===== src/rtl/feature_point_fetch_if.sv =====
// ----------------------------------------------------------------------------
// feature_point_fetch_if
// Bundles the descriptor handshake, the integral-image read port and the
// point stream towards the rectangle-sum stage.
//   feat_val_i / feat_ready_o : descriptor handshake
//   win_x_i, win_y_i          : detection-window origin
//   rect_i                    : 3 x {x, y, w, h}, 5 bits each, rect k at [20k +: 20]
//   weight_i                  : {w1[1:0], w2[1:0]}
//   rd_en_o, rd_addr_o        : integral-image read request
//   rd_data_i                 : read data, RD_LAT cycles after rd_en_o
//   ii_val_o, ii_data_o       : point stream to the sum stage
//   num_point_o, weight_o     : point index {rect, corner} and feature weight
// master = the fetch block, slave = its environment.
// ----------------------------------------------------------------------------
interface feature_point_fetch_if #(
   parameter int ADDR_W = 17,
   parameter int DATA_W = 32
);
   logic              feat_val_i;
   logic              feat_ready_o;
   logic [8:0]        win_x_i;
   logic [8:0]        win_y_i;
   logic [59:0]       rect_i;
   logic [3:0]        weight_i;
   logic              rd_en_o;
   logic [ADDR_W-1:0] rd_addr_o;
   logic [DATA_W-1:0] rd_data_i;
   logic              ii_val_o;
   logic [DATA_W-1:0] ii_data_o;
   logic [3:0]        num_point_o;
   logic [3:0]        weight_o;

   modport master (
      input  feat_val_i, win_x_i, win_y_i, rect_i, weight_i, rd_data_i,
      output feat_ready_o, rd_en_o, rd_addr_o, ii_val_o, ii_data_o,
             num_point_o, weight_o
   );

   modport slave (
      output feat_val_i, win_x_i, win_y_i, rect_i, weight_i, rd_data_i,
      input  feat_ready_o, rd_en_o, rd_addr_o, ii_val_o, ii_data_o,
             num_point_o, weight_o
   );
endinterface


===== src/rtl/feature_point_fetch.sv =====
// ----------------------------------------------------------------------------
// feature_point_fetch
// Takes one Haar feature descriptor (3 rectangles + weights) and a window
// origin, issues the 12 integral-image corner reads one per cycle, and
// forwards the returned words tagged with point index and feature weight.
// A descriptor offered while the last read of the current feature issues is
// accepted in that cycle, giving an unbroken read stream.
// Ports:
//   clk_i : clock
//   rst_i : asynchronous reset, active-high
//   fpf   : feature_point_fetch_if.master (handshake, read port, point stream)
// ----------------------------------------------------------------------------
module feature_point_fetch #(
   parameter int II_STRIDE = 321,
   parameter int ADDR_W    = 17,
   parameter int DATA_W    = 32,
   parameter int RD_LAT    = 2
) (
   input  logic                 clk_i,
   input  logic                 rst_i,
   feature_point_fetch_if.master fpf
);

   localparam logic [3:0] LAST_PT = 4'd11;

   typedef enum logic {S_IDLE, S_ISSUE} state_t;

   typedef struct packed {
      logic [4:0] x;
      logic [4:0] y;
      logic [4:0] w;
      logic [4:0] h;
   } rect_t;

   // One read in flight: valid, point index, weight of its feature.
   typedef struct packed {
      logic       vld;
      logic [3:0] pt;
      logic [3:0] wt;
   } tag_t;

   state_t      state_q, state_d;
   logic [3:0]  cnt_q, cnt_d;
   logic        load;
   logic        accept;

   logic [8:0]  win_x_q, win_y_q;
   logic [59:0] rect_q;
   logic [3:0]  weight_q;

   // Descriptor seen by the address path for the next read.
   logic [8:0]  win_x_d, win_y_d;
   logic [59:0] rect_d;

   rect_t       sel;
   logic [4:0]  dx, dy;
   logic [31:0] col, row, addr_full;
   logic        rd_en_d;

   tag_t              dl_q [RD_LAT];
   tag_t              tail;
   logic [DATA_W-1:0] rd_data;

   assign fpf.feat_ready_o = (state_q == S_IDLE) ||
                             ((state_q == S_ISSUE) && (cnt_q == LAST_PT));
   assign accept  = fpf.feat_val_i && fpf.feat_ready_o;
   assign rd_data = fpf.rd_data_i;

   // NOTE: every always_comb output gets a default first, so no path can
   // leave it unassigned and infer a latch.
   always_comb begin
      state_d = state_q;
      cnt_d   = cnt_q;
      load    = 1'b0;
      unique case (state_q)
         S_IDLE: begin
            if (accept) begin
               state_d = S_ISSUE;
               cnt_d   = 4'd0;
               load    = 1'b1;
            end
         end
         S_ISSUE: begin
            if (cnt_q == LAST_PT) begin
               cnt_d = 4'd0;
               if (accept) begin
                  load = 1'b1;
               end else begin
                  state_d = S_IDLE;
               end
            end else begin
               cnt_d = cnt_q + 4'd1;
            end
         end
         default: begin
            state_d = S_IDLE;
            cnt_d   = 4'd0;
         end
      endcase
   end

   assign rd_en_d = (state_d == S_ISSUE);

   // The read for cnt_d is formed one cycle early so rd_en_o/rd_addr_o can be
   // registered; on a load the fresh descriptor bypasses the latches.
   always_comb begin
      win_x_d = load ? fpf.win_x_i : win_x_q;
      win_y_d = load ? fpf.win_y_i : win_y_q;
      rect_d  = load ? fpf.rect_i  : rect_q;

      unique case (cnt_d[3:2])
         2'd1:    sel = rect_d[39:20];
         2'd2:    sel = rect_d[59:40];
         default: sel = rect_d[19:0];
      endcase

      // Corners 1 and 2 sit at x+w; corners 2 and 3 sit at y+h.
      dx = (cnt_d[1] ^ cnt_d[0]) ? sel.w : 5'd0;
      dy = cnt_d[1] ? sel.h : 5'd0;

      col       = 32'(win_x_d) + 32'(sel.x) + 32'(dx);
      row       = 32'(win_y_d) + 32'(sel.y) + 32'(dy);
      addr_full = row * 32'(II_STRIDE) + col;
   end

   // NOTE: sequential state uses non-blocking assignments so every register
   // samples pre-edge values regardless of block evaluation order.
   always_ff @(posedge clk_i or posedge rst_i) begin
      if (rst_i) begin
         state_q       <= S_IDLE;
         cnt_q         <= 4'd0;
         win_x_q       <= '0;
         win_y_q       <= '0;
         rect_q        <= '0;
         weight_q      <= '0;
         fpf.rd_en_o   <= 1'b0;
         fpf.rd_addr_o <= '0;
      end else begin
         state_q     <= state_d;
         cnt_q       <= cnt_d;
         fpf.rd_en_o <= rd_en_d;
         if (load) begin
            win_x_q  <= fpf.win_x_i;
            win_y_q  <= fpf.win_y_i;
            rect_q   <= fpf.rect_i;
            weight_q <= fpf.weight_i;
         end
         if (rd_en_d) begin
            fpf.rd_addr_o <= addr_full[ADDR_W-1:0];
         end
      end
   end

   // NOTE: the delay line is reset because it carries valid bits; clearing
   // it is what stops stale points after a mid-feature reset.
   always_ff @(posedge clk_i or posedge rst_i) begin
      if (rst_i) begin
         for (int i = 0; i < RD_LAT; i++) begin
            dl_q[i] <= '0;
         end
      end else begin
         dl_q[0] <= {fpf.rd_en_o, cnt_q, weight_q};
         for (int i = 1; i < RD_LAT; i++) begin
            dl_q[i] <= dl_q[i-1];
         end
      end
   end

   assign tail = dl_q[RD_LAT-1];

   // Weight travels with each read so it changes exactly at point 0 of the
   // feature it belongs to, whatever RD_LAT is.
   always_ff @(posedge clk_i or posedge rst_i) begin
      if (rst_i) begin
         fpf.ii_val_o    <= 1'b0;
         fpf.ii_data_o   <= '0;
         fpf.num_point_o <= '0;
         fpf.weight_o    <= '0;
      end else begin
         fpf.ii_val_o <= tail.vld;
         if (tail.vld) begin
            fpf.ii_data_o   <= rd_data;
            fpf.num_point_o <= tail.pt;
            if (tail.pt == 4'd0) begin
               fpf.weight_o <= tail.wt;
            end
         end
      end
   end

endmodule


===== src/flat_wrapper.sv =====
// flat-port wrapper written by rule: the top's interface ports become plain ports
module feature_point_fetch_flat 
#(
   parameter int II_STRIDE = 321,
   parameter int ADDR_W    = 17,
   parameter int DATA_W    = 32,
   parameter int RD_LAT    = 2
)
  (clk_i, rst_i, fpf_feat_val_i, fpf_win_x_i, fpf_win_y_i, fpf_rect_i, fpf_weight_i, fpf_rd_data_i, fpf_feat_ready_o, fpf_rd_en_o, fpf_rd_addr_o, fpf_ii_val_o, fpf_ii_data_o, fpf_num_point_o, fpf_weight_o);
  feature_point_fetch_if #(.ADDR_W(ADDR_W), .DATA_W(DATA_W)) fpf_i ();
  input  logic clk_i;
  input  logic rst_i;
  input wire logic [$bits(fpf_i.feat_val_i)-1:0] fpf_feat_val_i;
  input wire logic [$bits(fpf_i.win_x_i)-1:0] fpf_win_x_i;
  input wire logic [$bits(fpf_i.win_y_i)-1:0] fpf_win_y_i;
  input wire logic [$bits(fpf_i.rect_i)-1:0] fpf_rect_i;
  input wire logic [$bits(fpf_i.weight_i)-1:0] fpf_weight_i;
  input wire logic [$bits(fpf_i.rd_data_i)-1:0] fpf_rd_data_i;
  output wire logic [$bits(fpf_i.feat_ready_o)-1:0] fpf_feat_ready_o;
  output wire logic [$bits(fpf_i.rd_en_o)-1:0] fpf_rd_en_o;
  output wire logic [$bits(fpf_i.rd_addr_o)-1:0] fpf_rd_addr_o;
  output wire logic [$bits(fpf_i.ii_val_o)-1:0] fpf_ii_val_o;
  output wire logic [$bits(fpf_i.ii_data_o)-1:0] fpf_ii_data_o;
  output wire logic [$bits(fpf_i.num_point_o)-1:0] fpf_num_point_o;
  output wire logic [$bits(fpf_i.weight_o)-1:0] fpf_weight_o;
  assign fpf_i.feat_val_i = fpf_feat_val_i;
  assign fpf_i.win_x_i = fpf_win_x_i;
  assign fpf_i.win_y_i = fpf_win_y_i;
  assign fpf_i.rect_i = fpf_rect_i;
  assign fpf_i.weight_i = fpf_weight_i;
  assign fpf_i.rd_data_i = fpf_rd_data_i;
  assign fpf_feat_ready_o = fpf_i.feat_ready_o;
  assign fpf_rd_en_o = fpf_i.rd_en_o;
  assign fpf_rd_addr_o = fpf_i.rd_addr_o;
  assign fpf_ii_val_o = fpf_i.ii_val_o;
  assign fpf_ii_data_o = fpf_i.ii_data_o;
  assign fpf_num_point_o = fpf_i.num_point_o;
  assign fpf_weight_o = fpf_i.weight_o;
  feature_point_fetch #(.II_STRIDE(II_STRIDE), .ADDR_W(ADDR_W), .DATA_W(DATA_W), .RD_LAT(RD_LAT)) u_core (.clk_i(clk_i), .rst_i(rst_i), .fpf(fpf_i));
endmodule

===== config.mk =====
export PLATFORM = sky130hd
export DESIGN_NAME = feature_point_fetch_flat
export DESIGN_NICKNAME = d
export VERILOG_FILES = /design/src/rtl/feature_point_fetch_if.sv /design/src/rtl/feature_point_fetch.sv /design/src/flat_wrapper.sv
export SDC_FILE = /design/constraint.sdc
export NUM_CORES = 1
export LEC_CHECK = 0
export ABC_AREA = 1
export CAP_MARGIN = 10
export CORE_MARGIN = 1
export CORE_UTILIZATION = 53
export CTS_CLUSTER_SIZE = 10
export DETAILED_ROUTE_END_ITERATION = 6
export HOLD_SLACK_MARGIN = 0.05
export PLACE_DENSITY = 0.82
export SLEW_MARGIN = 20
export SYNTH_ARGS = -nofsm -noshare
export SYNTH_HDL_FRONTEND = slang
export SYNTH_SLANG_ARGS = --single-unit

===== constraint.sdc =====
create_clock -name clk_i -period 9.7 [get_ports clk_i]
set_input_delay 1.455 -clock clk_i [delete_from_list [all_inputs] [get_ports clk_i]]
set_output_delay 1.455 -clock clk_i [all_outputs]
set_load 0.1 [all_outputs]

==> results.sh <==
export IMPL_clk_latency_ns=0.43
export IMPL_number_of_nets_produced_by_synthesis=1132
export IMPL_skew_ns=0.0100
export IMPL_slew_headroom_pct=33.1
export IMPL_cp_max_fo=11
export IMPL_grt_antenna_before_repair=0
export IMPL_cp_common_cell="ha_1"
export IMPL_num_rows=47
export IMPL_grt_pass1_vias=7103
export IMPL_yosys_most_used_dff="dfrtp_1"
export IMPL_viasPerCell=5.26
export IMPL_worst_r2r_setup_slack_ns=2.23
export IMPL_gp_routability_congestion=0.894
export IMPL_drt_wl_total_um=20600
export IMPL_drt_pre_antenna_iters=6
export IMPL_core_ar_um2=16600
export IMPL_start_kind="input pin"
export IMPL_cts_clk_pin_slew_worst_paths_ns=0.07
export IMPL_clock_sink_count=163
export IMPL_globalRoute_totalOverflow=0
export IMPL_die_x_um=132
export IMPL_first_pass_grt_wire_length_um=34100
export IMPL_min_delay_start="u_core.dl_q[11]"
export IMPL_drive_above_1_share_pct=12.0
export IMPL_critPathMaxStageDelay_ns=0.68
export IMPL_ys_seq_area_share_pct=45.3
export IMPL_drv_slew=0
export IMPL_worstReg2RegEnd="u_core.fpf.rd_addr_o[13]"
export IMPL_groute_usage_overall_pct=25.0
export IMPL_yosysWarnings=0
export IMPL_final_min_period_over_clock_period_pct=88.7
export IMPL_boundaryPins=177
export IMPL_initial_cell_density_of_the_core_pct=54.2
export IMPL_synth_top_cell_by_area="dfrtp_1"
export IMPL_critical_path_slowest_cell="clkdlybuf4s50_1"
export IMPL_max_cap_viol_count=0
export IMPL_fin_tns_setup_ns=0
export IMPL_worstSetupEndpointType="flop"
export IMPL_min_path_type="reg -> reg"
export IMPL_cts_made_buffers=17
export IMPL_grt_max_degree=88
export IMPL_die_area_um2=17500
export IMPL_worst_slew_pin_transition_ns=1.00
export IMPL_hold_path_endpoint="u_core.dl_q[2]"
export IMPL_crit_reg_reg_startpoint="u_core.cnt_q[0]"
export IMPL_timing_hold_violations_final=0
export IMPL_rsz0062_at_grt="false"
export IMPL_numPortBuffers=176
export IMPL_setup_viol_count_final=0
export IMPL_clock_tree_htree_level_count=4
export IMPL_postCtsResizedCells=0
export IMPL_detailed_place_area_um2=10900
export IMPL_synth_common_cells="nand2_1, dfrtp_1, inv_1, ha_1, mux2_2"
export IMPL_drt_iter0_drc=347
export IMPL_detail_route_antenna_nets=0
export IMPL_design_final_nets=1305
export IMPL_data_arrival_time_of_the_critical_path_ns=8.92
export IMPL_yosysMostFrequentCell="nand2_1"
export IMPL_cts_root_buf="clkbuf_16"
export IMPL_worstSetupPathType="in -> reg"
export IMPL_cts_setup_buffers=0
export IMPL_hpwlAfterDp_um=15300
export IMPL_netlist_area_leader_share_pct=45.3
export IMPL_post_synth_instance_area_um2=9000
export IMPL_util_after_layout_pct=69.6
export IMPL_synth_enable_flop_cells=0
export IMPL_synth_ff_latch_count=163
export IMPL_routed_via_count=6965
export IMPL_syn_instance_count=918
export IMPL_run_status="complete, no violations"
export IMPL_num_antenna_cells=0
export IMPL_area_growth_synth_to_final_pct=28.2
export IMPL_post_drt_wl_per_cell_um=15.6
export IMPL_synthTopCellsByArea="dfrtp_1, ha_1, nand2_1"
export IMPL_crit_required_ns=10.01
export IMPL_cts_tree="yes"
export IMPL_fmaxAchievable_ghz=0.116
export IMPL_r2r_cells=35
export IMPL_fin_worst_hold_slack_ns=0.344
export IMPL_netlist_cell_type_count=39
export IMPL_hold_buffer_count_at_cts=0
export IMPL_max_clock_path_buffers=2
export IMPL_async_flop_share_pct=100
export IMPL_fin_area_um2=11500
export IMPL_drt_drc_violations_left=0
export IMPL_min_period_ns=8.61
export IMPL_die_h_um=132
export IMPL_syn_avg_cell_area_um2=9.80
export IMPL_whs_path_depth=0
==> flip-flops by register name, summed over array words and instances (netlist names) <==
name / count
u_core.fpf.num_point_o: 4
u_core.win_x_q: 9
u_core.rect_q: 60
u_core.win_y_q: 9
u_core.fpf.weight_o: 4
u_core.cnt_q: 4
u_core.dl_q: 18
u_core.fpf.rd_addr_o: 17
u_core.fpf.rd_en_o: 1
u_core.fpf.ii_data_o: 32
u_core.fpf.ii_val_o: 1
u_core.weight_q: 4
==> per-layer routing <==
metal | share of wire (%) | up-vias | GRT usage, %
met2 | 48 | 254 | 42.1
met5 | 0 | - | 0
met4 | 3.5 | 0 | 12.4
met3 | 5.9 | 60 | 4.84
li1 | - | 3343 | -
met1 | 43 | 3308 | 30.8
==> how the worst max path moves through the flow <==
| stage | from | end | slack [ns] | depth (start not counted) |
|---|---|---|---|---|
| 4_1_cts | fpf_feat_val_i | u_core.fpf.rd_addr_o[13] | 1.20 | 35 |
| 3_5_place_dp | fpf_feat_val_i | u_core.fpf.rd_addr_o[13] | 0.85 | 38 |
| 6_report | fpf_feat_val_i | u_core.fpf.rd_addr_o[13] | 1.09 | 35 |
| 5_1_grt | fpf_feat_val_i | u_core.fpf.rd_addr_o[13] | 0.46 | 35 |
| 3_3_place_gp | fpf_feat_val_i | u_core.fpf.rd_addr_o[14] | 1.15 | 33 |
| 2_1_floorplan | fpf_feat_val_i | u_core.fpf.rd_addr_o[13] | 1.95 | 35 |
==> layout make-up <==
cell class	instances	area, um^2
Clock buffer	17	425
Clock inverter	15	186
Fill cell	1218	5050
Inverter	116	440
Multi-Input combinational cell	611	4320
Sequential cell	163	4080
Tap cell	220	275
Timing Repair Buffer	182	1810
==> logic make-up after synthesis <==
group,after synthesis,share of synthesized area [%]
AND/OR/NAND/NOR,318,14.9
adder cells (fa/ha/maj),97,14.6
multiplexers,75,9.81
AO/OA/AOI/OAI,92,6.05
XOR/XNOR,28,2.73
other,1,0.0417
buffers and inverters,144,6.61
flip-flops,163,45.3
==> worst max-delay path: cells and delay by family <==
family                   cells  cell delay [ns]
adder cells (fa/ha/maj)      9             3.06
buffers and inverters        9             1.39
AO/OA/AOI/OAI                6             1.38
AND/OR/NAND/NOR              8             1.14
XOR/XNOR                     3             0.49
==> layout by cell type (no fill, tap or decap), types with 5 or more instances in the layout <==
cell type and instances:
dfrtp_1 162, nor3_1 5, buf_4 6, inv_8 5, o211ai_1 9, a21oi_1 25
o21ai_0 30, o31ai_1 5, clkdlybuf4s50_1 176, mux2_2 65, fa_1 13, ha_1 84
a31oi_1 9, xor2_1 19, inv_1 110, nand2_2 5, nand3_1 41, xnor2_1 9
nor2_1 29, nand2_1 226, mux2_4 10, clkbuf_16 17
==> stage by stage <==
stage               std cells  setup WS (ns)
floorplan                 918           1.95
detailed placement       1292          0.846
global placement         1292           1.15
global route             1324          0.462
CTS                      1324           1.20
finish                   1324           1.09
Power is left out: the tool's default activity adds up to more than one toggle a clock period on the data nets, which glitch-free logic cannot reach.
==> edit: new RTL, same settings <==
`DATA_W` is set to 32 in 3 places; all go to 48.
--- a/src/rtl/feature_point_fetch_if.sv
+++ b/src/rtl/feature_point_fetch_if.sv
@@ -14,7 +14,7 @@
 // ----------------------------------------------------------------------------
 interface feature_point_fetch_if #(
    parameter int ADDR_W = 17,
-   parameter int DATA_W = 32
+   parameter int DATA_W = 48
 );
    logic              feat_val_i;
    logic              feat_ready_o;
--- a/src/rtl/feature_point_fetch.sv
+++ b/src/rtl/feature_point_fetch.sv
@@ -13,7 +13,7 @@
 module feature_point_fetch #(
    parameter int II_STRIDE = 321,
    parameter int ADDR_W    = 17,
-   parameter int DATA_W    = 32,
+   parameter int DATA_W    = 48,
    parameter int RD_LAT    = 2
 ) (
    input  logic                 clk_i,
--- a/src/flat_wrapper.sv
+++ b/src/flat_wrapper.sv
@@ -3,7 +3,7 @@
 #(
    parameter int II_STRIDE = 321,
    parameter int ADDR_W    = 17,
-   parameter int DATA_W    = 32,
+   parameter int DATA_W    = 48,
    parameter int RD_LAT    = 2
 )
   (clk_i, rst_i, fpf_feat_val_i, fpf_win_x_i, fpf_win_y_i, fpf_rect_i, fpf_weight_i, fpf_rd_data_i, fpf_feat_ready_o, fpf_rd_en_o, fpf_rd_addr_o, fpf_ii_val_o, fpf_ii_data_o, fpf_num_point_o, fpf_weight_o);
Ports: changed (resized fpf_ii_data_o and fpf_rd_data_i); port bits go from 177 to 209. No check against the original RTL was run, so the function may have changed too.
==> edit against the original RTL <==
  * Worst setup slack got worse by 0.039 ns
  * Worst hold slack improved by 0.0051 ns
  * Final area grew 8.1%
  * Critical path depth unchanged
  * Routed wire length grew 10%
  * Sequential cell count grew 16
  * Via count rose by 7.2%
  * Sequential share of layout area increased by 0.56 points
  * Synthesized area grew 6.7%
  * Critical endpoint unchanged
Power is not shown: default switching activity piles up to over one toggle a cycle in this logic, so the estimate is an artifact.
==> edit: results (changes against the original RTL) <==
.. list-table::
   :header-rows: 1

   * - Metric
     - Value
   * - Netlist cell types
     - 38 (-2.6%)
   * - PortBufs
     - 208 (+18%)
   * - Placer Congestion
     - 0.869 (-2.8%)
   * - Number of global-route vias before repair
     - 7553 (+6.3%)
   * - Signal arrival time at the worst endpoint
     - 8.95 ns (+0.03 ns)
   * - Commonest cells in the netlist
     - 274 x nand2_1, 179 x dfrtp_1, 112 x inv_1
   * - Clock tree skew after final layout
     - 0.0102 ns (+0.000195 ns)
   * - Outcome
     - complete, no violations
   * - Via/cell ratio
     - 5.23 (-0.64%)
   * - Layout cells sized above 1
     - 11.3% (-0.75 points)
   * - Number of placed instances, taps included
     - 1397 (+8.1%)
   * - Register-to-Register Setup Slack
     - 2.01 ns (-0.22 ns)
   * - Critical path peak fanout
     - 27 (+16)
   * - Least-Margin Pin Slew
     - 1.04 ns (+0.0425 ns)
   * - Maximum cell stage delay along the critical path
     - 0.54 ns (-0.14 ns)
   * - DR vias
     - 7469 (+7.2%)
   * - Syn nets
     - 1216 (+7.4%)
   * - DP Wirelength
     - 16900 um (+10%)
   * - Top Registers
     - u_core.rect_q (60), u_core.fpf.ii_data_o (48), u_core.dl_q (18)
   * - Cell count after synthesis
     - 986 (+7.4%)
   * - Post-place setup slack
     - 0.732 ns (-0.114 ns)
   * - Seq/Total Area, Yosys
     - 46.7% (+1.3 points)
   * - Library cell contributing the largest single delay on the critical path
     - fa_1
   * - GR Util All Layers
     - 25.4% (+0.38 points)
   * - Final hold slack
     - 0.349 ns (+0.00507 ns)
   * - Synth area leaders
     - dfrtp_1 47%, ha_1 11%, nand2_1 11%, mux2_2 7.6%, inv_1 4.4%
   * - DRT iter0 DRCs
     - 369 (+6.3%)
==> edit: cell count changes in the layout (fill, tap and decap cells not counted), moves of 2 or more <==
cell             delta
clkdlybuf4s50_1    +32
inv_12              +2
buf_4               +4
inv_8               -2
dfrtp_1            +17
nand2_1            +48
==> edit: cell families (layout without fill, tap and decap cells) <==
kind of cell / count (synthesis) / in the layout / synth area share, %
buf+inv: 149 / 367 / 6.48
fa+ha+maj: 97 / 97 / 13.7
flops: 179 / 179 / 46.7
compound gates: 92 / 92 / 5.68
xor+xnor: 28 / 28 / 2.55
other cells: 1 / 1 / 0.0391
mux: 75 / 75 / 9.19
simple gates: 365 / 365 / 15.7
==> edit: final timing paths <==
path / from / to / cells past startpoint
hold reg to reg: u_core.dl_q[16] / u_core.dl_q[7] / 0
min in group asynchronous: rst_i / u_core.fpf.ii_data_o[33] / 2
setup / recovery: fpf_feat_val_i / u_core.fpf.rd_addr_o[13] / 35
setup reg to reg: u_core.cnt_q[0] / u_core.fpf.rd_addr_o[13] / 34
max in group asynchronous: rst_i / u_core.win_x_q[5] / 3
hold / removal: u_core.dl_q[16] / u_core.dl_q[7] / 0
==> edit: metal layers <==
metal | routed length (um) | GRT usage, % | part of all wire, %
met1 | 9640 | 31.4 | 42
met2 | 11100 | 44.1 | 49
met3 | 1480 | 5.41 | 6.5
met4 | 436 | 8.02 | 1.9
met5 | 0 | 0 | 0
==> edit: layout make-up <==
type	instances	area [um2]	share of cell area (%)
Sequential cell	179	4480	35.9
Multi-Input combinational cell	658	4500	36.1
Clock inverter	15	180	1.45
Clock buffer	17	425	3.41
Timing Repair Buffer	218	2160	17.3
Inverter	117	444	3.56
Tap cell	225	282	2.26
